[src/rtl/riscv_pkg.sv]
// riscv_pkg: RV32 instruction encodings.
// Packed views over a single 32-bit instruction word.
package riscv_pkg;

  typedef struct packed {
    logic [6:0] funct7;
    logic [4:0] rs2;
    logic [4:0] rs1;
    logic [2:0] funct3;
    logic [4:0] rd;
    logic [6:0] opcode;
  } r_type_t;

  typedef struct packed {
    logic [11:0] imm;
    logic [4:0]  rs1;
    logic [2:0]  funct3;
    logic [4:0]  rd;
    logic [6:0]  opcode;
  } i_type_t;

  typedef union packed {
    logic [31:0] raw;
    r_type_t     r;
    i_type_t     i;
  } instr_t;

endpackage

[src/rtl/tartaruga_pkg.sv]
// tartaruga_pkg: shared types for the tartaruga core.
// Bus words, fetch FSM states and the fetch-to-decode bundle.
package tartaruga_pkg;

  typedef logic [31:0] bus32_t;

  typedef enum logic [1:0] {
    BOOT  = 2'd0,
    RUN   = 2'd1,
    FLUSH = 2'd2
  } fetch_state_t;

  typedef struct packed {
    logic              valid;
    bus32_t            pc;
    riscv_pkg::instr_t instr;
  } instr_data_t;

  localparam bus32_t PC_STEP = 32'd4;

  function automatic bus32_t word_align(
    input bus32_t a
  );
    return {a[31:2], 2'b00};
  endfunction

endpackage

[src/rtl/fetch_fifo.sv]
// fetch_fifo: small synchronous FIFO with flush.
// Push while full is allowed only together with a pop.
module fetch_fifo #(
  parameter int W     = 32,
  parameter int DEPTH = 2
) (
  input  logic                     i_clk,
  input  logic                     i_rst_n,
  input  logic                     i_push,
  input  logic                     i_pop,
  input  logic                     i_flush,
  input  logic [W-1:0]             i_wdata,
  output logic [W-1:0]             o_rdata,
  output logic                     o_full,
  output logic                     o_empty,
  output logic [$clog2(DEPTH):0]   o_count
);

  localparam int AW = $clog2(DEPTH);
  localparam logic [AW:0] FULL_CNT = (AW+1)'(DEPTH);

  logic [W-1:0]  r_mem [DEPTH];
  logic [AW-1:0] r_rd;
  logic [AW-1:0] r_wr;
  logic [AW:0]   r_cnt;
  logic          w_push;
  logic          w_pop;

  assign w_pop  = i_pop & (r_cnt != '0);
  assign w_push = i_push & ((r_cnt != FULL_CNT) | w_pop);

  // storage write; cleared on reset so outputs start at zero
  always_ff @(posedge i_clk or negedge i_rst_n) begin
    if (!i_rst_n) begin
      for (int i = 0; i < DEPTH; i++) begin
        r_mem[i] <= '0;
      end
    end else if (w_push && !i_flush) begin
      r_mem[r_wr] <= i_wdata;
    end
  end

  // read/write pointers and occupancy
  always_ff @(posedge i_clk or negedge i_rst_n) begin
    if (!i_rst_n) begin
      r_rd  <= '0;
      r_wr  <= '0;
      r_cnt <= '0;
    end else if (i_flush) begin
      r_rd  <= '0;
      r_wr  <= '0;
      r_cnt <= '0;
    end else begin
      if (w_push) r_wr <= r_wr + 1'b1;
      if (w_pop)  r_rd <= r_rd + 1'b1;
      r_cnt <= r_cnt
             + {{AW{1'b0}}, w_push}
             - {{AW{1'b0}}, w_pop};
    end
  end

  assign o_rdata = r_mem[r_rd];
  assign o_full  = (r_cnt == FULL_CNT);
  assign o_empty = (r_cnt == '0);
  assign o_count = r_cnt;

endmodule

[src/rtl/fetch_stage.sv]
// fetch_stage: PC owner and instruction fetch front end.
// Credit-limited requests, in-order responses, redirect flush.
module fetch_stage
  import tartaruga_pkg::*;
#(
  parameter bus32_t RESET_PC = 32'h0000_0000,
  parameter int     DEPTH    = 2
) (
  input  logic        clk_i,
  input  logic        rstn_i,
  output logic        imem_req_valid_o,
  output bus32_t      imem_req_addr_o,
  input  logic        imem_req_ready_i,
  input  logic        imem_rsp_valid_i,
  input  logic [31:0] imem_rsp_data_i,
  input  logic        redirect_i,
  input  bus32_t      redirect_pc_i,
  input  logic        decode_ready_i,
  output instr_data_t instr_o
);

  localparam int CW = $clog2(DEPTH) + 1;
  localparam logic [CW-1:0] CREDITS = CW'(DEPTH);

  fetch_state_t  r_state;
  fetch_state_t  w_state_nxt;
  bus32_t        r_pc;
  bus32_t        w_pc_nxt;
  logic [CW-1:0] r_out;
  logic [CW-1:0] w_out_nxt;
  logic [CW-1:0] r_drop;
  logic [CW-1:0] w_drop_nxt;
  logic [CW-1:0] w_redir_drop;

  logic          w_rsp;
  logic          w_credit;
  logic          w_req_valid;
  logic          w_accept;
  logic          w_flush;
  logic          w_pend_push;
  logic          w_pend_pop;
  logic          w_q_push;
  logic          w_q_pop;
  logic          w_out_valid;

  bus32_t        w_pend_head;
  logic          w_pend_full;
  logic          w_pend_empty;
  logic [CW-1:0] w_pend_cnt;
  logic [63:0]   w_q_head;
  logic          w_q_full;
  logic          w_q_empty;
  logic [CW-1:0] w_q_cnt;

  assign w_rsp    = imem_rsp_valid_i & (r_out != '0);
  assign w_credit = (r_out + w_q_cnt) < CREDITS;
  assign w_accept = w_req_valid & imem_req_ready_i;

  assign w_redir_drop = r_out - {{(CW-1){1'b0}}, w_rsp};

  // state, pc and counters
  always_ff @(posedge clk_i or negedge rstn_i) begin
    if (!rstn_i) begin
      r_state <= BOOT;
      r_pc    <= RESET_PC;
      r_out   <= '0;
      r_drop  <= '0;
    end else begin
      r_state <= w_state_nxt;
      r_pc    <= w_pc_nxt;
      r_out   <= w_out_nxt;
      r_drop  <= w_drop_nxt;
    end
  end

  // next-state, request gating and queue controls
  always_comb begin
    w_state_nxt = r_state;
    w_pc_nxt    = r_pc;
    w_out_nxt   = r_out;
    w_drop_nxt  = r_drop;
    w_req_valid = 1'b0;
    w_flush     = 1'b0;
    w_pend_push = 1'b0;
    w_pend_pop  = 1'b0;
    w_q_push    = 1'b0;
    unique case (r_state)
      BOOT: begin
        w_state_nxt = RUN;
      end
      RUN, FLUSH: begin
        if (redirect_i) begin
          w_flush     = 1'b1;
          w_pc_nxt    = word_align(redirect_pc_i);
          w_drop_nxt  = w_redir_drop;
          w_out_nxt   = w_redir_drop;
          w_state_nxt = (w_redir_drop != '0) ? FLUSH : RUN;
        end else if (r_state == RUN) begin
          w_req_valid = w_credit;
          w_pend_push = w_accept;
          w_pend_pop  = w_rsp;
          w_q_push    = w_rsp;
          if (w_accept) w_pc_nxt = r_pc + PC_STEP;
          w_out_nxt = r_out
                    + {{(CW-1){1'b0}}, w_accept}
                    - {{(CW-1){1'b0}}, w_rsp};
        end else if (w_rsp) begin
          w_drop_nxt = r_drop - 1'b1;
          w_out_nxt  = r_out - 1'b1;
          if (w_drop_nxt == '0) w_state_nxt = RUN;
        end
      end
      default: begin
        w_state_nxt = BOOT;
      end
    endcase
  end

  assign w_out_valid = ~w_q_empty & ~redirect_i;
  assign w_q_pop     = w_out_valid & decode_ready_i;

  fetch_fifo #(
    .W     (32),
    .DEPTH (DEPTH)
  ) u_pend (
    .i_clk   (clk_i),
    .i_rst_n (rstn_i),
    .i_push  (w_pend_push),
    .i_pop   (w_pend_pop),
    .i_flush (w_flush),
    .i_wdata (r_pc),
    .o_rdata (w_pend_head),
    .o_full  (w_pend_full),
    .o_empty (w_pend_empty),
    .o_count (w_pend_cnt)
  );

  fetch_fifo #(
    .W     (64),
    .DEPTH (DEPTH)
  ) u_iq (
    .i_clk   (clk_i),
    .i_rst_n (rstn_i),
    .i_push  (w_q_push),
    .i_pop   (w_q_pop),
    .i_flush (w_flush),
    .i_wdata ({w_pend_head, imem_rsp_data_i}),
    .o_rdata (w_q_head),
    .o_full  (w_q_full),
    .o_empty (w_q_empty),
    .o_count (w_q_cnt)
  );

  assign imem_req_valid_o = w_req_valid;
  assign imem_req_addr_o  = (r_state == RUN) ? r_pc : '0;

  assign instr_o.valid = w_out_valid;
  assign instr_o.pc    = w_q_head[63:32];
  assign instr_o.instr = w_q_head[31:0];

`ifndef SYNTHESIS
  a_rsp_credit: assert property (
    @(posedge clk_i) disable iff (!rstn_i)
    imem_rsp_valid_i |-> (r_out != '0)
  );

  a_iq_overflow: assert property (
    @(posedge clk_i) disable iff (!rstn_i)
    w_q_push |-> (!w_q_full || w_q_pop)
  );

  a_pend_overflow: assert property (
    @(posedge clk_i) disable iff (!rstn_i)
    w_pend_push |-> !w_pend_full
  );

  a_pend_underflow: assert property (
    @(posedge clk_i) disable iff (!rstn_i)
    w_pend_pop |-> !w_pend_empty
  );

  a_pend_track: assert property (
    @(posedge clk_i) disable iff (!rstn_i)
    (r_state == RUN) |-> (w_pend_cnt == r_out)
  );
`endif

endmodule

[config.mk]
export PLATFORM = sky130hd
export DESIGN_NAME = fetch_stage
export DESIGN_NICKNAME = d
export VERILOG_FILES = /design/src/rtl/riscv_pkg.sv /design/src/rtl/tartaruga_pkg.sv /design/src/rtl/fetch_fifo.sv /design/src/rtl/fetch_stage.sv
export SDC_FILE = /design/constraint.sdc
export NUM_CORES = 1
export LEC_CHECK = 0
export CAP_MARGIN = 40
export CORE_UTILIZATION = 50
export CTS_BUF_LIST = sky130_fd_sc_hd__clkbuf_4
export DETAILED_ROUTE_END_ITERATION = 10
export PLACE_DENSITY = 0.82
export SLEW_MARGIN = 0
export SYNTH_ARGS = -nofsm -noshare
export SYNTH_HDL_FRONTEND = slang
export SYNTH_SLANG_ARGS = --single-unit
export TNS_END_PERCENT = 100
[constraint.sdc]
create_clock -name clk_i -period 2.3 [get_ports clk_i]
set_input_delay 0.23 -clock clk_i [delete_from_list [all_inputs] [get_ports clk_i]]
set_output_delay 0.23 -clock clk_i [all_outputs]
set_load 0.01 [all_outputs]
==> metrics.txt <==
status=complete, but fails checks; failing checks=negative setup slack; register bit total from synthesis=~230; Pwr Density=1197 nW/µm²; die area=22680 µm²; sequential share of the synthesized area=between 50% and 60%; Syn. warnings=0; Placed Area=13170 µm²; htree depth=2; most common cell after layout, fill and taps aside=dfrtp_1; Nets=1274; dpl cells=around 1400; clk_lat worst skew=0.70 ns; Die X=150.6 µm; final wirelength=a little under 30 mm; Top cell by count, worst path=buf_4; Detail Route Antenna Nets=0; Crit path arrival time=roughly 2.9 ns; WS Path Type=reg -> reg; post-synthesis cell area=between 10000 and 15000 µm²; Min Clock Period, post-route=2.362 ns; required time worst endpoint=2.84 ns; CP Launch Type=register; clock-pin slew on the worst setup and hold paths=0.07 ns; R2R depth=9; Root Buffer=clkbuf_4; total track usage=24.32%; worst clock skew=0.04105 ns; Slew Limit Fails=0; CTS tree=built; slowest CP cell=dfrtp_1; Slew HR=between 60% and 70%; Peak Freq=423.4 MHz; GR Overflow Total=0; Area Overhead vs Synth=30.09%; Core ar.=21350 µm²; non-filler cells, final=1508; routed vias/inst=~5.6; GPL Wtd Cong=between 0.8 and 0.9; clock sinks=~230; Worst Max-Slew Pin Slew=0.5745 ns; # setup viols final=31; worst hold path class=in -> async; Crit. End Element=register; port buffer count=161; CP max FO=10; Remaining DRCs=0; final setup margin=-0.06187 ns; Synth async-reset ratio=100.0%; commonest non-fill, non-tap cells in the layout=dfrtp_1, mux2_1, clkbuf_4; Final Cell Area=14360 µm²; VDD IR max=787.0 µV; Vias=approximately 8500; I/O Pins=168; Avg Cell Area, Syn=11.56 µm²; largest net degree at the start of global routing=68; total CTS buffers=60; Critical Path Max Stage Delay=0.40 ns; Final Hold Viols=0; row count=53; hpwl dp=17.25 mm; DRT Pass-1 Iters=6; worst path cell trace=inv_2, ha_4, nand2_8, a2111oi_4, buf_4, nor2b_4, buf_4, buf_12, mux2_1; layout cell share with drive strength beyond 1=29.71%; Leak=6.717 nW; Post-synth EDFFs=0; WL/cell=19.26 µm; Initial Utilization=between 50% and 60%; DR iter-0 viols=between 600 and 700; final setup TNS=-0.9846 ns; hold_ws=about 0.08 ns; final period utilization=102.7%; Max Cap Viol=0; worst-case clock buffer depth=3; Cells after Synth=955; unrepaired setup endpoints after global routing=true; Netlist cell types=55; vias in the first global route=8200; Die Ht=150.6 µm; ys flop type=dfrtp_1; first-pass GRT wire length=around 43 mm; initial antenna violation count=1
critical path: cells and delay by family (launching register included):
family          cells  cell delay, ns
mux                 1            0.33
compound gates      1            0.31
fa+ha+maj           1            0.31
simple gates        2            0.29
buf+inv             4            0.56
flops               1            0.40
synth_stat cells, types with 2 or more instances:
cell type | count | area (µm²)
nor4_2 | 2 | 25.02
o22ai_1 | 14 | 87.58
and4_1 | 7 | 61.31
clkbuf_1 | 36 | 135.1
and3_1 | 11 | 68.82
a32oi_1 | 2 | 17.52
o2bb2ai_1 | 2 | 17.52
a22oi_1 | 3 | 22.52
inv_1 | 16 | 60.06
nor4_1 | 3 | 18.77
a21oi_1 | 44 | 220.2
o31ai_1 | 3 | 22.52
nand2_1 | 59 | 221.5
or4_1 | 5 | 37.54
xnor2_1 | 7 | 61.31
mux2_2 | 66 | 743.2
nor4b_1 | 2 | 17.52
mux2i_1 | 33 | 330.3
buf_6 | 4 | 45.04
nand4_1 | 11 | 68.82
ha_1 | 13 | 162.7
o41ai_1 | 3 | 26.28
mux2_1 | 124 | 1396
nor2_1 | 60 | 225.2
and2_1 | 37 | 231.5
nand3_1 | 19 | 95.09
xor2_1 | 5 | 43.79
buf_4 | 16 | 120.1
a222oi_1 | 2 | 20.02
dfrtp_1 | 228 | 5705
nor3_1 | 15 | 75.07
buf_2 | 16 | 80.08
buf_1 | 8 | 30.03
o21ai_1 | 20 | 100.1
a21boi_0 | 2 | 15.01
o21ai_0 | 19 | 95.09
nand2b_1 | 2 | 12.51
a31oi_1 | 5 | 31.28
a41o_1 | 7 | 70.07
o32ai_1 | 5 | 43.79
nor2b_1 | 5 | 31.28
per-stage QoR:
step	total power, mW	setup slack (ns)	utilization [%]
floorplan	10.26	-0.003146	-
global placement	13.22	-0.1080	61.66
detailed placement	13.50	-0.2012	61.66
CTS	16.86	-0.04380	66.16
global route	18.31	-0.1573	67.26
finish	17.20	-0.06187	67.26
path summary, 6_finish.rpt:
kind / start / to / slack [ns]
max: r_state[1] / u_iq.r_mem[92] / -0.06
min: rstn_i / u_pend.r_mem[52] / 0.08
max reg2reg: r_state[1] / u_iq.r_mem[92] / -0.06
min reg2reg: u_iq.r_mem[51] / u_iq.r_mem[51] / 0.48
max in group asynchronous: rstn_i / u_iq.r_mem[12] / 1.40
min in group clk_i: redirect_pc_i[5] / r_pc[5] / 0.16
cell type report:
type	count	area, µm²
Antenna cell	1	2.502
Clock buffer	93	698.2
Clock inverter	10	67.56
Fill cell	1558	6990
Inverter	17	63.81
Multi-Input combinational cell	634	5066
Sequential cell	228	5710
Tap cell	275	344.1
Timing Repair Buffer	250	2410
flip-flops by register name (all words and copies together), names as in the netlist:
signal,cells
u_iq.r_mem,124
u_pend.r_mem,60
r_pc,30
r_drop,2
r_out,2
r_state,2
u_iq.o_count,2
u_pend.o_count,2
u_iq.r_rd,1
u_iq.r_wr,1
u_pend.r_rd,1
u_pend.r_wr,1
per-layer routing:
| layer | vias up | global-route usage (%) | routed length (µm) |
|---|---|---|---|
| li1 | 3904 | - | - |
| met1 | 4206 | 32.38 | 12130 |
| met2 | 316 | 39.47 | 13940 |
| met3 | 62 | 5.515 | 2234 |
| met4 | 0 | 7.600 | 743 |
| met5 | - | 0 | 0 |
logic make-up after synthesis:
kind of cell    share of synthesized area [%]
simple gates                            11.19
fa+ha+maj                               1.473
flops                                   51.68
other cells                           0.03397
xor+xnor                                1.099
mux                                     22.37
buf+inv                                 4.295
compound gates                          7.865
report_power, final:
group          total, mW  switching (mW)  internal, mW  leakage, nW
clock               3.57            1.65          1.93        0.457
combinational       7.15            3.53          3.61         3.30
sequential          6.48            1.12          5.35         2.96
repair_timing:
action / CTS / global route
hold buffers: 1 / 0
pin swaps: 1 / 5
gates cloned: 4 / 12
endpoints found under the setup margin: 192 / 183
gates resized for setup: 122 / 192
hold endpoints to repair: 177 / 0
setup buffers: 11 / 11
Note: power is estimated with default switching activity, not from simulation.
